$ cat config.mk
export PLATFORM = sky130hd
export DESIGN_NAME = alu_arbiter
export DESIGN_NICKNAME = d
export VERILOG_FILES = /design/src/rtl/alu_arbiter.sv
export SDC_FILE = /design/constraint.sdc
export NUM_CORES = 1
export LEC_CHECK = 0
export ABC_AREA = 1
export CAP_MARGIN = 15
export CORE_ASPECT_RATIO = 1.5
export CORE_MARGIN = 10
export CORE_UTILIZATION = 35
export CTS_CLUSTER_DIAMETER = 60
export DETAILED_ROUTE_END_ITERATION = 8
export PLACE_DENSITY = 0.75
export REMOVE_ABC_BUFFERS = 1
export SYNTH_ARGS = -nofsm -noshare
export SYNTH_HDL_FRONTEND = slang
export SYNTH_SLANG_ARGS = --single-unit
$ cat constraint.sdc
create_clock -name clk_i -period 1.2 [get_ports clk_i]
set_input_delay 0.18 -clock clk_i [delete_from_list [all_inputs] [get_ports clk_i]]
set_output_delay 0.18 -clock clk_i [all_outputs]
set_load 0.02 [all_outputs]
$ cat src/rtl/alu_arbiter.sv
// rtl/alu_arbiter.sv - round-robin arbiter sharing one combinational ALU between two requesters
module alu_arbiter (
  input  logic        clk_i,
  input  logic        rst_i,
  input  logic        req0_valid_i,
  output logic        req0_ready_o,
  input  logic [31:0] req0_src1_i,
  input  logic [31:0] req0_src2_i,
  input  logic [3:0]  req0_ctrl_i,
  input  logic        req1_valid_i,
  output logic        req1_ready_o,
  input  logic [31:0] req1_src1_i,
  input  logic [31:0] req1_src2_i,
  input  logic [3:0]  req1_ctrl_i,
  output logic [31:0] alu_src1_o,
  output logic [31:0] alu_src2_o,
  output logic [3:0]  alu_ctrl_o,
  input  logic [31:0] alu_result_i,
  input  logic        alu_zero_i,
  output logic        rsp_valid_o,
  input  logic        rsp_ready_i,
  output logic        rsp_id_o,
  output logic [31:0] rsp_result_o,
  output logic        rsp_zero_o,
  output logic        rsp_err_o
);

  typedef enum logic [1:0] {IDLE, EXEC, RESP} state_t;

  state_t      state;
  state_t      state_nxt;
  logic        ptr;
  logic [31:0] op_src1;
  logic [31:0] op_src2;
  logic [3:0]  op_ctrl;
  logic        op_id;
  logic        grant_any;
  logic        grant_id;
  logic        accept;
  logic        legal;

  // ptr only breaks ties; a lone requester always wins
  always_comb begin
    grant_any = req0_valid_i | req1_valid_i;
    if (req0_valid_i && req1_valid_i) begin
      grant_id = ptr;
    end else begin
      grant_id = ~req0_valid_i;
    end
  end

  always_comb begin
    state_nxt    = state;
    req0_ready_o = 1'b0;
    req1_ready_o = 1'b0;
    case (state)
      IDLE: begin
        if (!rst_i && grant_any) begin
          req0_ready_o = ~grant_id;
          req1_ready_o = grant_id;
          state_nxt    = EXEC;
        end
      end
      EXEC: state_nxt = RESP;
      RESP: begin
        if (rsp_ready_i) begin
          state_nxt = IDLE;
        end
      end
      default: state_nxt = IDLE;
    endcase
  end

  always_ff @(posedge clk_i) begin
    if (rst_i) begin
      state <= IDLE;
    end else begin
      state <= state_nxt;
    end
  end

  assign accept = req0_ready_o | req1_ready_o;
  assign legal  = (op_ctrl == 4'd0) || (op_ctrl == 4'd1) || (op_ctrl == 4'd2) ||
                  (op_ctrl == 4'd6) || (op_ctrl == 4'd7);

  always_ff @(posedge clk_i) begin
    if (rst_i) begin
      ptr          <= 1'b0;
      op_src1      <= '0;
      op_src2      <= '0;
      op_ctrl      <= '0;
      op_id        <= 1'b0;
      rsp_id_o     <= 1'b0;
      rsp_result_o <= '0;
      rsp_zero_o   <= 1'b0;
      rsp_err_o    <= 1'b0;
    end else begin
      if (accept) begin
        op_src1 <= grant_id ? req1_src1_i : req0_src1_i;
        op_src2 <= grant_id ? req1_src2_i : req0_src2_i;
        op_ctrl <= grant_id ? req1_ctrl_i : req0_ctrl_i;
        op_id   <= grant_id;
        ptr     <= ~grant_id;
      end
      // illegal codes never expose whatever the ALU produced
      if (state == EXEC) begin
        rsp_id_o     <= op_id;
        rsp_err_o    <= ~legal;
        rsp_result_o <= legal ? alu_result_i : 32'd0;
        rsp_zero_o   <= legal ? alu_zero_i : 1'b1;
      end
    end
  end

  assign alu_src1_o  = op_src1;
  assign alu_src2_o  = op_src2;
  assign alu_ctrl_o  = op_ctrl;
  assign rsp_valid_o = (state == RESP);

endmodule

==> results.py, run 1 <==
metrics = {
    "routing": {
        "route.layer.met1.wl_microns": 7390,
        "avgViaCountPerCell": 4.96,
        "antenna_left": 0,
        "dr.pass1.iters": 5,
        "wl_microns": 20200,
        "wl_per_cell_microns": 17.4,
        "dr_wl_met2_microns": 10600,
        "met3_length_microns": 1640,
        "remaining_drc_errors": 0,
        "drtIter0Drc": 374,
        "maxUsedRoutingLayer": "met5",
        "via_count": 5751,
    },
    "power": {
        "cellPowerDensity_nw_per_um2": 1150,
        "pwr-share-clk_pct": 31.7,
        "ir_drop_uv": 646,
        "p_leak_nw": 3.54,
        "p_seq_share_pct": 40.2,
        "switchingPower_mw": 2.94,
        "internal_power_mw": 6.81,
        "p_comb_share_pct": 28.1,
        "fin_total_pwr_mw": 9.75,
        "switching_share_pct": 30.1,
    },
    "yosys": {
        "synth_ff_type": "dfxtp_1",
        "avgSynthCellArea_sq_um": 6.93,
        "synth_seq_cells": 107,
        "yosys_warnings": 0,
        "synth_common_cells": "nand2_1, dfxtp_1, a21oi_1",
        "ys_types": 22,
        "yosysTopAreaCellShare_pct": 43.6,
        "synth-adder-area-share_pct": 0,
        "yosysSeqAreaShare_pct": 43.6,
        "synth_xor_area_share_pct": 0,
        "synth_mux_area_share_pct": 0,
        "synth-simple-area-share_pct": 37.2,
        "synth-edff-count": 0,
        "async_flop_share_pct": 0,
        "synth.cell_area_sq_um": 4910,
        "netlist_top_cells_area": "dfxtp_1, nand2_1, a21oi_1",
        "syn_inst": 709,
        "synth_most_common_cell": "nand2_1",
        "synth_compound_area_share_pct": 10.9,
        "synth_top_family_by_area": "simple AND/OR/NAND/NOR gates",
        "synth_top_area_cell": "dfxtp_1",
    },
    "global_route": {
        "first_global_vias": 5574,
        "grt-ovfl-total": 0,
        "grt_use_total_pct": 19.9,
        "grt_max_degree": 51,
        "antenna_found_initial": 1,
        "grt_pass1_wl_microns": 30300,
    },
    "timing": {
        "hold_violations": 0,
        "fmax_ghz": 0.706,
        "maxSlewHeadroom_pct": 59.7,
        "skew_ps": 11.9,
        "period_share_pct": 118,
        "min_period_ps": 1420,
        "finalSetupViolations": 105,
        "setup_ws_ps": -215,
        "final.setup.tns_ps": -11930,
        "worst_slew_pin_slew_ps": 605,
        "slew_violations": 0,
        "rsz0062_at_grt": "true",
    },
    "floorplan": {
        "die_h_microns": 165,
        "start_util_pct": 35.3,
        "die_x_microns": 117,
        "die_area_sq_um": 19300,
        "ioPinCount": 280,
        "rows": 53,
        "core-area_sq_um": 13900,
    },
    "setup_path": {
        "critPathKind": "flop to output pin",
        "startpoint_type": "flop",
        "critical_path.endpoint_type": "output pin",
        "crit_arrival_ps": 1240,
        "crit_fanout": 2,
        "critical_path_required_ps": 1020,
    },
    "outcome": {
        "violations": "setup timing",
        "status": "finished with violations",
    },
    "place": {
        "dp_slack_ps": -619,
        "portBuffers": 279,
        "dp_hpwl_microns": 14500,
        "gp_congestion": 0.808,
    },
    "final_layout": {
        "drive_gt1_share_pct": 20.9,
        "syn_to_final_growth_pct": 72.0,
        "layout.nets": 1163,
        "antenna_cells": 0,
        "nFillCells": 1262,
    },
    "clocking": {
        "clock_latency_ps": 350,
        "cts_tree": "built",
        "cts_buffer_depth": 2,
        "clock-sinks": 107,
        "numCtsBuffers": 9,
        "path_clk_slew_ps": 80,
        "root_buffer": "clkbuf_16",
        "cts_max_level": 3,
    },
    "min_path": {
        "hold_path_class": "primary input to flop",
    },
    "run": {
        "cap_violations": 0,
    },
}
==> state kept, by name, summed over array words and instances (netlist names) <==
signal	count
op_id	1
ptr	1
rsp_zero_o	1
rsp_id_o	1
state	2
alu_src2_o	32
alu_src1_o	32
alu_ctrl_o	4
rsp_result_o	32
rsp_err_o	1
==> worst max-delay path, cell delays in order, from the launching register on <==
cell     delay [ps]
dfxtp_2         340
nor2_4          140
nand2_4         100
nor2_8           90
nand2_2          60
inv_2            50
buf_6           100
==> final timing paths <==
check	startpoint	endpoint	slack, ps	cells after the start
hold / removal	rst_i	alu_src1_o[31]	300	5
hold reg to reg	alu_src1_o[9]	alu_src1_o[9]	460	2
setup reg to reg	state[1]	alu_src2_o[3]	-210	9
setup / recovery	state[1]	req1_ready_o	-220	6
==> per-layer routing <==
layer  GRT usage [%]  up-vias
met2            36.9      204
met1            20.4     2625
li1                -     2889
met5               0        -
met3            5.89       31
met4            6.76        2
==> layout by cell type, fill, tap and decap left out, drive strengths merged <==
master,instances
nand2,302
nand4,32
a21oi,99
o21ai,8
clkbuf,53
dlygate4sd2,1
clkdlybuf4s50,170
inv,14
buf,61
bufinv,1
dfxtp,107
clkinvlp,1
clkdlybuf4s15,52
nor2,21
clkinv,1
nand3,71
==> power by group through the flow <==
stage	combinational [mW]	sequential [mW]	clock, mW
final	2.74	3.92	3.09
after global routing	2.95	3.95	3.33
after CTS	2.83	3.92	3.18
after detailed placement	2.61	4.00	0
after global placement	2.59	3.99	0
after floorplan	0.747	4.28	0
==> what timing repair did <==
action | 4_1_cts | 5_1_grt
hold buffers | 0 | 0
pin swaps | 3 | 11
cloned | 7 | 0
buffers inserted | 7 | 3
endpoints found under the setup margin | 193 | 160
resized for setup | 299 | 92
==> cell families after synthesis <==
group	count (synthesis)
AOI/OAI and AO/OA	107
and+or+nand+nor	426
buffers and inverters	69
DFF	107
==> metrics by stage <==
step	cell area [sq um]	utilization (%)	hold slack (ps)	cells
after CTS	8670	62.3	294	1161
after detailed placement	7960	57.2	453	1131
after global placement	7960	57.2	449	1131
after floorplan	4540	-	249	650
after global routing	8450	60.7	309	1159
final	8450	60.7	304	1159
==> layout make-up <==
| cell class | instances | area (sq um) | area share, % |
|---|---|---|---|
| inverters | 10 | 40.0 | 0.474 |
| clock inverters | 7 | 82.6 | 0.977 |
| flip-flops and latches | 107 | 2150 | 25.4 |
| repair buffers | 328 | 3260 | 38.5 |
| well taps | 165 | 206 | 2.44 |
| clock buffers | 9 | 225 | 2.66 |
| multi-input cells | 533 | 2490 | 29.5 |
Note: power is estimated with default switching activity, not from simulation.
==> run 2: changes to the inputs <==
--- a/config.mk
+++ b/config.mk
@@ -12,6 +12,7 @@
 export CORE_UTILIZATION = 35
 export CTS_CLUSTER_DIAMETER = 60
 export DETAILED_ROUTE_END_ITERATION = 8
+export GPL_TIMING_DRIVEN = 0
 export PLACE_DENSITY = 0.75
 export REMOVE_ABC_BUFFERS = 1
 export SYNTH_ARGS = -nofsm -noshare
==> run 2 against run 1 <==
Compared with the run above: the run still ends with setup timing left; wire length is 26% higher; utilization rose by 6.7 points; worst setup slack worse by 140 ps; global-route usage rose by 3.5 points; sequential share of layout area decreased by 2.4 points; non-clock buffer count increased by 16; critical path type is now flop to flop.
==> results.py, run 2 (synthesized netlist as in run 1, its figures left out) <==
metrics = {
    "outcome": {
        "status": "finished with violations",
        "violations": "setup timing",
    },
    "clocking": {
        "cts_buffer_depth": 2,
        "cts_max_level": 3,
        "numCtsBuffers": 9,
        "clock_latency_ps": 350,
        "path_clk_slew_ps": 80,
        "cts_tree": "built",
        "root_buffer": "clkbuf_16",
        "clock-sinks": 107,
    },
    "min_path": {
        "hold_depth": 2,
        "min_from": "rst_i",
        "hold_path_class": "primary input to flop",
    },
    "power": {
        "p_leak_nw": 3.99,
        "ir_drop_uv": 804,
        "cellPowerDensity_nw_per_um2": 1120,
    },
    "timing": {
        "skew_ps": 10.3,
        "min_period_ps": 1560,
        "rsz0062_at_grt": "true",
        "finalSetupViolations": 106,
        "worst_slew_pin_slew_ps": 454,
        "hold_violations": 0,
        "fmax_ghz": 0.643,
        "slew_violations": 0,
        "period_share_pct": 130,
        "timing.hold.ws_ps": 217,
        "setup_ws_ps": -355,
        "maxSlewHeadroom_pct": 69.7,
    },
    "place": {
        "placed_cells": 1100,
        "portBuffers": 279,
        "gp_congestion": 0.777,
        "dp_hpwl_microns": 13500,
    },
    "global_route": {
        "grt_pass1_wl_microns": 34700,
        "grt-ovfl-total": 0,
        "antenna_found_initial": 0,
        "first_global_vias": 5951,
        "grt_use_total_pct": 23.4,
        "grt_max_degree": 52,
    },
    "setup_path": {
        "path_cells": "nor2_4, nand2_4, buf_12, buf_6, buf_6, nor2_4, clkbuf_16, nand2_1, a21oi_1",
        "cp-startpoint": "state[1]",
        "critical_path.endpoint_type": "flop",
        "critical_path_required_ps": 1490,
        "critPathKind": "flop to flop",
        "crit_arrival_ps": 1840,
        "reg2reg_depth": 9,
        "crit_fanout": 6,
        "slowest_stage": "dfxtp_2",
        "rr_startpoint": "state[1]",
        "critPathMaxStageDelay_ps": 350,
        "startpoint_type": "flop",
    },
    "final_layout": {
        "layout.nets": 1190,
        "postLayoutCoreUtil_pct": 67.4,
        "drive_gt1_share_pct": 29.9,
        "fin_cells": 1186,
        "layout_commonest_cell": "nand2_1",
        "syn_to_final_growth_pct": 90.9,
        "layout_common_cells": "nand2_1, clkdlybuf4s50_1, dfxtp_1",
        "antenna_cells": 0,
    },
    "routing": {
        "wl_per_cell_microns": 21.4,
        "dr.pass1.iters": 5,
        "avgViaCountPerCell": 5.22,
        "antenna_left": 0,
        "remaining_drc_errors": 0,
        "via_count": 6187,
        "wl_microns": 25400,
        "drtIter0Drc": 477,
    },
    "floorplan": {
        "rows": 53,
        "start_util_pct": 35.3,
        "die_x_microns": 117,
        "die_h_microns": 165,
        "die_area_sq_um": 19300,
        "ioPinCount": 280,
        "core-area_sq_um": 13900,
    },
    "run": {
        "cap_violations": 0,
    },
}
run 2: cell count changes in the layout (fill, tap and decap cells not counted), moves of 5 or more:
cell / previous run / this run
nand2_1: 291 / 244
nand2_2: 8 / 29
nand3_1: 70 / 65
a21oi_1: 80 / 69
clkdlybuf4s15_1: 12 / 7
clkbuf_16: 9 / 15
buf_16: 4 / 9
nand2_4: 2 / 28
buf_6: 11 / 16
nand3_2: 0 / 5
a21oi_2: 19 / 29
run 2: final timing paths:
check / endpoint / slack, ps
min: alu_src1_o[24] / 220
min reg2reg: rsp_result_o[2] / 460
max: alu_src2_o[21] / -360
max reg2reg: alu_src2_o[21] / -360
run 2: worst max-delay path, delay by kind of cell, from the launching register on:
kind            cells  cell delay [ps]
compound gates      1              100
simple gates        4              460
flops               1              350
buf+inv             4              570
run 2: layout make-up:
cell class | count | area (sq um)
Clock inverter | 6 | 96.3
Timing Repair Buffer | 344 | 3650
Sequential cell | 107 | 2160
Tap cell | 165 | 206
Inverter | 10 | 45.0
Fill cell | 1155 | 4540
Multi-Input combinational cell | 544 | 3000
Clock buffer | 10 | 229
run 2: metrics by stage:
step           power [mW]  setup TNS, ps  setup slack [ps]  instance area [sq um]
2_1_floorplan        5.02         -83440             -1220                   4540
5_1_grt              11.0         -24390              -408                   9380
6_report             10.6         -18310              -355                   9380
4_1_cts              10.4         -22350              -328                   9210
3_5_place_dp         6.46        -122780             -1790                   7660
3_3_place_gp         6.42        -374360             -4420                   7540
run 2: what timing repair did:
item | in CTS | in global routing
pin swaps | 35 | 40
gates resized for setup | 388 | 147
hold buffers | 0 | 0
gates cloned | 19 | 8
endpoints found under the hold margin | 0 | 0
setup buffers | 40 | 10
endpoints found under the setup margin | 213 | 166
run 2: routing by layer:
layer	part of all wire, %	GRT usage [%]	up-vias
met1	37	25.0	2913
met4	2.9	6.71	0
met5	0	0	-
met3	7.6	6.72	41
li1	-	-	2964
met2	53	43.0	269
run 2: where the power goes:
part | total (mW) | internal [mW] | switching [mW]
sequential | 3.93 | 3.79 | 0.142
combinational | 3.32 | 1.60 | 1.72
clock | 3.29 | 1.86 | 1.43
==> run 3: changes to the inputs <==
--- a/config.mk
+++ b/config.mk
@@ -12,6 +12,7 @@
 export CORE_UTILIZATION = 35
 export CTS_CLUSTER_DIAMETER = 60
 export DETAILED_ROUTE_END_ITERATION = 8
+export GPL_ROUTABILITY_DRIVEN = 0
 export GPL_TIMING_DRIVEN = 0
 export PLACE_DENSITY = 0.75
 export REMOVE_ABC_BUFFERS = 1
==> results of run 3 <==
No change in the layout: final DEF, timing and power equal those of run 2.
